### src/rtl/chunked_add_seq.sv
// Purpose: multi-word unsigned adder that reuses one WIDTH-bit adder, one chunk per cycle.
// Latency: out_valid rises CHUNKS clock edges after the accepting edge; throughput is one op per CHUNKS+2 cycles.
// Backpressure: result is held in DONE until out_ready; in_ready stays low from acceptance until the result is consumed.
//
// Ports:
//   clk, rst_n             - clock and synchronous active-low reset
//   in_valid / in_ready    - request handshake carrying a, b, cin
//   a, b                   - WIDTH*CHUNKS-bit operands, cin is the carry into chunk 0
//   out_valid / out_ready  - result handshake carrying sum, cout
//   sum, cout              - registered result and carry out of the top chunk
//   busy                   - high while an operation is running or waiting to be consumed
module chunked_add_seq #(
    parameter int WIDTH  = 16,
    parameter int CHUNKS = 4
) (
    input  logic                      clk,
    input  logic                      rst_n,
    input  logic                      in_valid,
    output logic                      in_ready,
    input  logic [WIDTH*CHUNKS-1:0]   a,
    input  logic [WIDTH*CHUNKS-1:0]   b,
    input  logic                      cin,
    output logic                      out_valid,
    input  logic                      out_ready,
    output logic [WIDTH*CHUNKS-1:0]   sum,
    output logic                      cout,
    output logic                      busy
);

    // A one-chunk configuration still needs a 1-bit index register.
    localparam int IDX_W = (CHUNKS > 1) ? $clog2(CHUNKS) : 1;
    localparam int TOTAL = WIDTH * CHUNKS;
    localparam logic [IDX_W-1:0] LAST_IDX = IDX_W'(CHUNKS - 1);

    typedef enum logic [1:0] {
        IDLE = 2'd0,
        RUN  = 2'd1,
        DONE = 2'd2
    } state_t;

    state_t             state_q;
    state_t             state_d;

    logic [TOTAL-1:0]   a_q;
    logic [TOTAL-1:0]   b_q;
    logic [TOTAL-1:0]   sum_q;
    logic               carry_q;
    logic               cout_q;
    logic [IDX_W-1:0]   idx_q;

    logic [WIDTH-1:0]   a_chunk;
    logic [WIDTH-1:0]   b_chunk;
    logic [WIDTH:0]     chunk_res;
    logic               accept;
    logic               consume;
    logic               last_chunk;

    // ------------------------------------------------------------------
    // FSM: state register
    // ------------------------------------------------------------------
    always_ff @(posedge clk) begin
        if (!rst_n) begin
            state_q <= IDLE;
        end else begin
            state_q <= state_d;
        end
    end

    // ------------------------------------------------------------------
    // FSM: next-state logic
    // ------------------------------------------------------------------
    always_comb begin
        state_d = state_q;
        case (state_q)
            IDLE:    if (accept)     state_d = RUN;
            RUN:     if (last_chunk) state_d = DONE;
            DONE:    if (consume)    state_d = IDLE;
            default:                 state_d = IDLE;
        endcase
    end

    // ------------------------------------------------------------------
    // FSM: outputs
    // ------------------------------------------------------------------
    always_comb begin
        in_ready  = 1'b0;
        out_valid = 1'b0;
        busy      = 1'b1;
        case (state_q)
            IDLE: begin
                in_ready = 1'b1;
                busy     = 1'b0;
            end
            DONE:    out_valid = 1'b1;
            default: ;
        endcase
    end

    assign accept     = in_valid && in_ready;
    assign consume    = out_valid && out_ready;
    assign last_chunk = (state_q == RUN) && (idx_q == LAST_IDX);

    // ------------------------------------------------------------------
    // Chunk select: a constant-index mux keeps the select width exact
    // for any CHUNKS, including non powers of two.
    // ------------------------------------------------------------------
    always_comb begin
        a_chunk = '0;
        b_chunk = '0;
        for (int i = 0; i < CHUNKS; i++) begin
            if (idx_q == IDX_W'(i)) begin
                a_chunk = a_q[i*WIDTH +: WIDTH];
                b_chunk = b_q[i*WIDTH +: WIDTH];
            end
        end
    end

    // Shared adder: WIDTH+1-bit result, top bit is the carry into the next chunk.
    assign chunk_res = {1'b0, a_chunk} + {1'b0, b_chunk} + {{WIDTH{1'b0}}, carry_q};

    // ------------------------------------------------------------------
    // Datapath registers. Operands are captured only on acceptance, so the
    // input buses are free to change while an operation is in flight.
    // ------------------------------------------------------------------
    always_ff @(posedge clk) begin
        if (!rst_n) begin
            a_q     <= '0;
            b_q     <= '0;
            carry_q <= 1'b0;
            idx_q   <= '0;
            sum_q   <= '0;
            cout_q  <= 1'b0;
        end else if (accept) begin
            a_q     <= a;
            b_q     <= b;
            carry_q <= cin;
            idx_q   <= '0;
        end else if (state_q == RUN) begin
            for (int i = 0; i < CHUNKS; i++) begin
                if (idx_q == IDX_W'(i)) begin
                    sum_q[i*WIDTH +: WIDTH] <= chunk_res[WIDTH-1:0];
                end
            end
            carry_q <= chunk_res[WIDTH];
            idx_q   <= idx_q + IDX_W'(1);
            if (last_chunk) begin
                cout_q <= chunk_res[WIDTH];
            end
        end
    end

    assign sum  = sum_q;
    assign cout = cout_q;

endmodule

### config.mk
export PLATFORM = sky130hd
export DESIGN_NAME = chunked_add_seq
export DESIGN_NICKNAME = d
export VERILOG_FILES = /design/src/rtl/chunked_add_seq.sv
export SDC_FILE = /design/constraint.sdc
export NUM_CORES = 1
export LEC_CHECK = 0
export CORE_MARGIN = 1.5
export CORE_UTILIZATION = 46
export CTS_CLUSTER_SIZE = 12
export DETAILED_ROUTE_END_ITERATION = 12
export GPL_ROUTABILITY_DRIVEN = 0
export PLACE_DENSITY = 0.85
export RECOVER_POWER = 100
export SLEW_MARGIN = 15
export SYNTH_ARGS = -nofsm -noshare
export SYNTH_HDL_FRONTEND = slang
export SYNTH_SLANG_ARGS = --single-unit
### constraint.sdc
create_clock -name clk -period 3.5 [get_ports clk]
set_input_delay 0.7 -clock clk [delete_from_list [all_inputs] [get_ports clk]]
set_output_delay 0.7 -clock clk [all_outputs]
set_load 0.01 [all_outputs]
## Yosys cells after proc, flatten, opt, wreduce, memory -nomap -nowiden

Index checks and enable logic that the tools add are counted.

| cells by class | value |
|---|---|
| div/mod/pow operators | 0 |
| add/subtract/negate cells | 3 |
| multiply operators | 0 |
| reductions and logical operators | 13 |
| mux-type cells | 17 |
| eq/ne operators | 8 |
| bitwise logic cells | 2 |
| shift operators | 0 |
| magnitude comparators | 0 |

Operator list:

| operator | count |
|---|---|
| $mux 16 | 8 |
| $reduce_and 3->1 | 6 |
| $add 16x16->17 | 1 |
| $add 17x1->17 | 1 |
| $eq 2x2->1 const B | 3 |
| $mux 2 | 3 |
| $ne 2x2->1 const B | 3 |
| $pmux 2 s3 | 1 |
| $mux 1 | 5 |
| $eq 2x1->1 const B | 2 |
| $logic_not 2->1 | 2 |
| $logic_and 1x1->1 | 3 |
| $add 2x1->2 const B | 1 |
| $not 1->1 | 2 |
| $reduce_bool 2->1 | 1 |
| $reduce_or 2->1 | 1 |

| storage, ports and cells | value |
|---|---|
| output and inout bits | 68 |
| RAM bits | 0 |
| memories | 0 |
| bits in latches | 0 |
| word-level logic and storage cells | 53 |
| register bits after elaboration | 198 |
| input port bits | 133 |
| bits in read-only memories | 0 |

## Longest topological paths before layout

| logic depth | value |
|---|---|
| word-level depth | 9 |
| gate-level depth with buffers | 18 |
| depth with buffers taken out | 15 |

## Least setup slack after synthesis

No wires, ideal clock.

| timing | value |
|---|---|
| path kind | reg2reg |
| start | register idx_q[0] |
| end | register sum_q[10] (netlist: sum[10]) |
| stages on the path, launching flop included | 18 |
| arrival | 3190 ps |
| slack | 195 ps |
| path buffers | 2 |
| data required time | 3385 ps |
| cells stage by stage | dfxtp_1 inv_1 ha_1 clkbuf_1 clkbuf_1 nand2_1 nor2_1 a21oi_1 o21ai_0 mux2i_1 fa_1 fa_1 nand2b_1 a21oi_1 or2_1 a22o_1 o31ai_1 and2_1 |

| between the ends | value |
|---|---|
| word-level cells in the longest chain between the ends | 7 |

RTL lines:

| what | line | RTL |
|---|---|---|
| start, declared | 49 | `logic [IDX_W-1:0] idx_q;` |
| start signal, assigned | 145 | `idx_q <= idx_q + IDX_W'(1);` |
| $logic_not 2->1 | 111, 140 |  |
| $mux 16 (4 in a row) | 111 | `if (idx_q == IDX_W'(i)) begin` |
| $add 16x16->17 | 119 | `assign chunk_res = {1'b0, a_chunk} + {1'b0, b_chunk} + {{WIDTH{1'b0}}, carry_q};` |
| $add 17x1->17 | 119 |  |
| end signal, assigned by index | 141 | `sum_q[i*WIDTH +: WIDTH] <= chunk_res[WIDTH-1:0];` |
| end, declared | 46 | `logic [TOTAL-1:0] sum_q;` |

Several ways; a longest one is shown, not always the timed one.
A chain may end at the register's enable or synchronous reset.

## Worst setup path after layout

| timing | value |
|---|---|
| start | register idx_q[1] |
| end | register sum_q[13] (netlist: sum[13]) |

Same word-level chain as after synthesis.

==> metrics.cfg <==
[clock_network]
clkTransAtPathRegs_ps=70
cts_max_level=4
postCtsHoldBufs=0
cts_tree=yes
clk_latency_ps=440
cts_made_buffers=17
clk_path_buf_depth=2
clock-sinks=198
root_buffer=clkbuf_16

[finish]
stdcell_area_sq_mm=0.0122
drive_above_1_share_pct=6.16
syn2layout_area_growth_pct=32.4
post-route-util_pct=62.3
final_nets=1536
antenna_cells=0

[worst_setup_path]
cp_max_fo=15
required_ps=3820
endpoint_kind=register
path_class=reg2reg
critPathArrivalTime_ps=3680
cp-start-kind=register
reg2reg_setup_slack_ps=140

[sta]
worst_pin_slew_ps=1940
period_minus_slack_ps=3360
setup_viol=0
drv_slew=57
fmax_mhz=297
hold_viol=0
slew_headroom_pct=-29.9
tns_ps=0
post-route-period-util_pct=96.0
fin_worst_skew_ps=11.0

[logic_synthesis]
synthTopCellsByCount=nand2_1 (402), dfxtp_1 (198), a21boi_0 (145)
yosysSeqAreaShare_pct=43.0
synth_most_common_cell=nand2_1
syn-num-nets=1375
synthCells=1221
yosysTopAreaCell=dfxtp_1
synthArstFlopShare_pct=0
synth_cell_types=54
netlist_area_sq_mm=0.00923
synth_top_area_share_pct=43.0
yosys_most_used_dff=dfxtp_1
syn_avg_cell_area_sq_um=7.56
ys_ff_latch=198
yosys-top-cells-area=dfxtp_1 (43%), nand2_1 (16%), a21boi_0 (12%), a21oi_1 (4.0%), clkbuf_1 (3.5%)
synth_edf_count=0
ys.warnings.count=0

[floorplan]
die-width_um=145
num_io_pins=201
rows=51
initial_core_util_pct=47.1
die_h_um=145
coreArea_sq_mm=0.0196
dieArea_sq_mm=0.0209

[flow_run]
drv_cap=1

[drt]
drtIter0Drc=753
vias_per_cell=5.44
drt-pass1-iter-count=5
ant_nets=0
via_count=9027
routed_wl_mm=27.6
drc=0
wl_per_cell_um=16.6

[placement]
portBuffers=200
dp_hpwl_mm=20.1
placed_area_sq_mm=0.0115

[power_and_ir_drop]
p_leak_nw=4.95
power_density_mw_per_mm2=439
peakVddDrop_mv=0.332

[grt]
grtUsageTotal_pct=26.5
overflow=0
grt_pass1_wl_mm=42.6
grt_pass1_vias=8461
antenna_found_initial=0
grt_max_degree=117

[outcome]
violations=capacitance limit, slew limit
status=finished, violations left

[worst_hold_path]
hold_class=reg2reg

-- final timing paths --
check / cells after the start / to / from
setup / recovery: 15 / sum[13] / idx_q[1]
hold / removal: 2 / b_q[50] / b_q[50]
setup reg to reg: 15 / sum[13] / idx_q[1]
hold reg to reg: 2 / b_q[50] / b_q[50]
-- worst max-delay path: stages, from the launching register on --
cell     delay (ps)
dfxtp_2         350
inv_2           120
ha_4            250
buf_6           190
nor2_1           60
a21oi_1         130
nor2_1           60
a21oi_1         140
o21ai_0         160
ha_1            340
and2_1          230
a31oi_1         110
o21ai_0         260
a31o_2          320
mux2i_1         360
o21ai_0         130
-- cell type report --
type	instances	area, sq um
multi-input combinational	920	4950
clock inverter	15	185
inverter	11	41.3
fill	1682	7380
timing repair buffer	234	2310
sequential	198	3970
tap	265	332
clock buffer	17	425
-- what timing repair did --
action                                  in CTS  in global routing
endpoints found under the setup margin      12                 46
setup buffers                                0                  3
pin swaps                                    0                  2
gates resized for setup                      4                 22
-- stage by stage --
stage / hold slack (ps) / power [mW] / cells / setup WS [ps]
2_1_floorplan: 443 / 2.92 / 1221 / 195
3_3_place_gp: 446 / 3.30 / 1625 / 103
3_5_place_dp: 458 / 3.32 / 1625 / -80.9
4_1_cts: 467 / 5.35 / 1657 / 58.7
5_1_grt: 486 / 5.54 / 1660 / -10.8
6_report: 466 / 5.36 / 1660 / 138
-- placed cells by master, fill, tap and decap left out, types with 8 or more instances in the layout --
cell type	instances
a21boi_0	145
a21o_1	9
a21oi_1	68
and2_1	8
buf_4	26
clkbuf_16	17
clkdlybuf4s50_1	130
dfxtp_1	196
dlygate4sd3_1	69
ha_1	16
inv_1	9
nand2_1	402
nand3_1	34
nor2_1	76
o211a_1	8
o21ai_0	50
o21ai_1	10
-- routing by layer --
metal  share of wire (%)  global-route usage (%)  vias to the layer above
met5                   0                       0                        -
met4                 2.5                    8.61                        0
met1                  41                    32.8                     4201
li1                    -                       -                     4400
met3                 7.1                    4.44                       45
met2                  50                    46.8                      381
-- cell families after synthesis --
| family | Yosys count | synth area share, % |
|---|---|---|
| AOI/OAI and AO/OA | 337 | 24.6 |
| muxes | 3 | 0.366 |
| xor gates and xnor gates | 9 | 0.936 |
| DFF | 198 | 43.0 |
| and+or+nand+nor | 550 | 23.9 |
| buffers and inverters | 103 | 4.27 |
| adders and majority gates | 21 | 3.01 |
-- where the power goes --
group	internal (mW)	leakage, nW	switching, mW
Sequential	2.36	1.62	0.0720
Combinational	0.391	3.03	0.476
Clock	1.09	0.304	0.964
Total	3.85	4.95	1.51
-- registers in the layout (all words and copies together), names as in the netlist --
name     count
cout         1
carry_q      1
b_q         64
a_q         64
state_q      2
sum         64
idx_q        2
(Power assumes the default switching activity.)
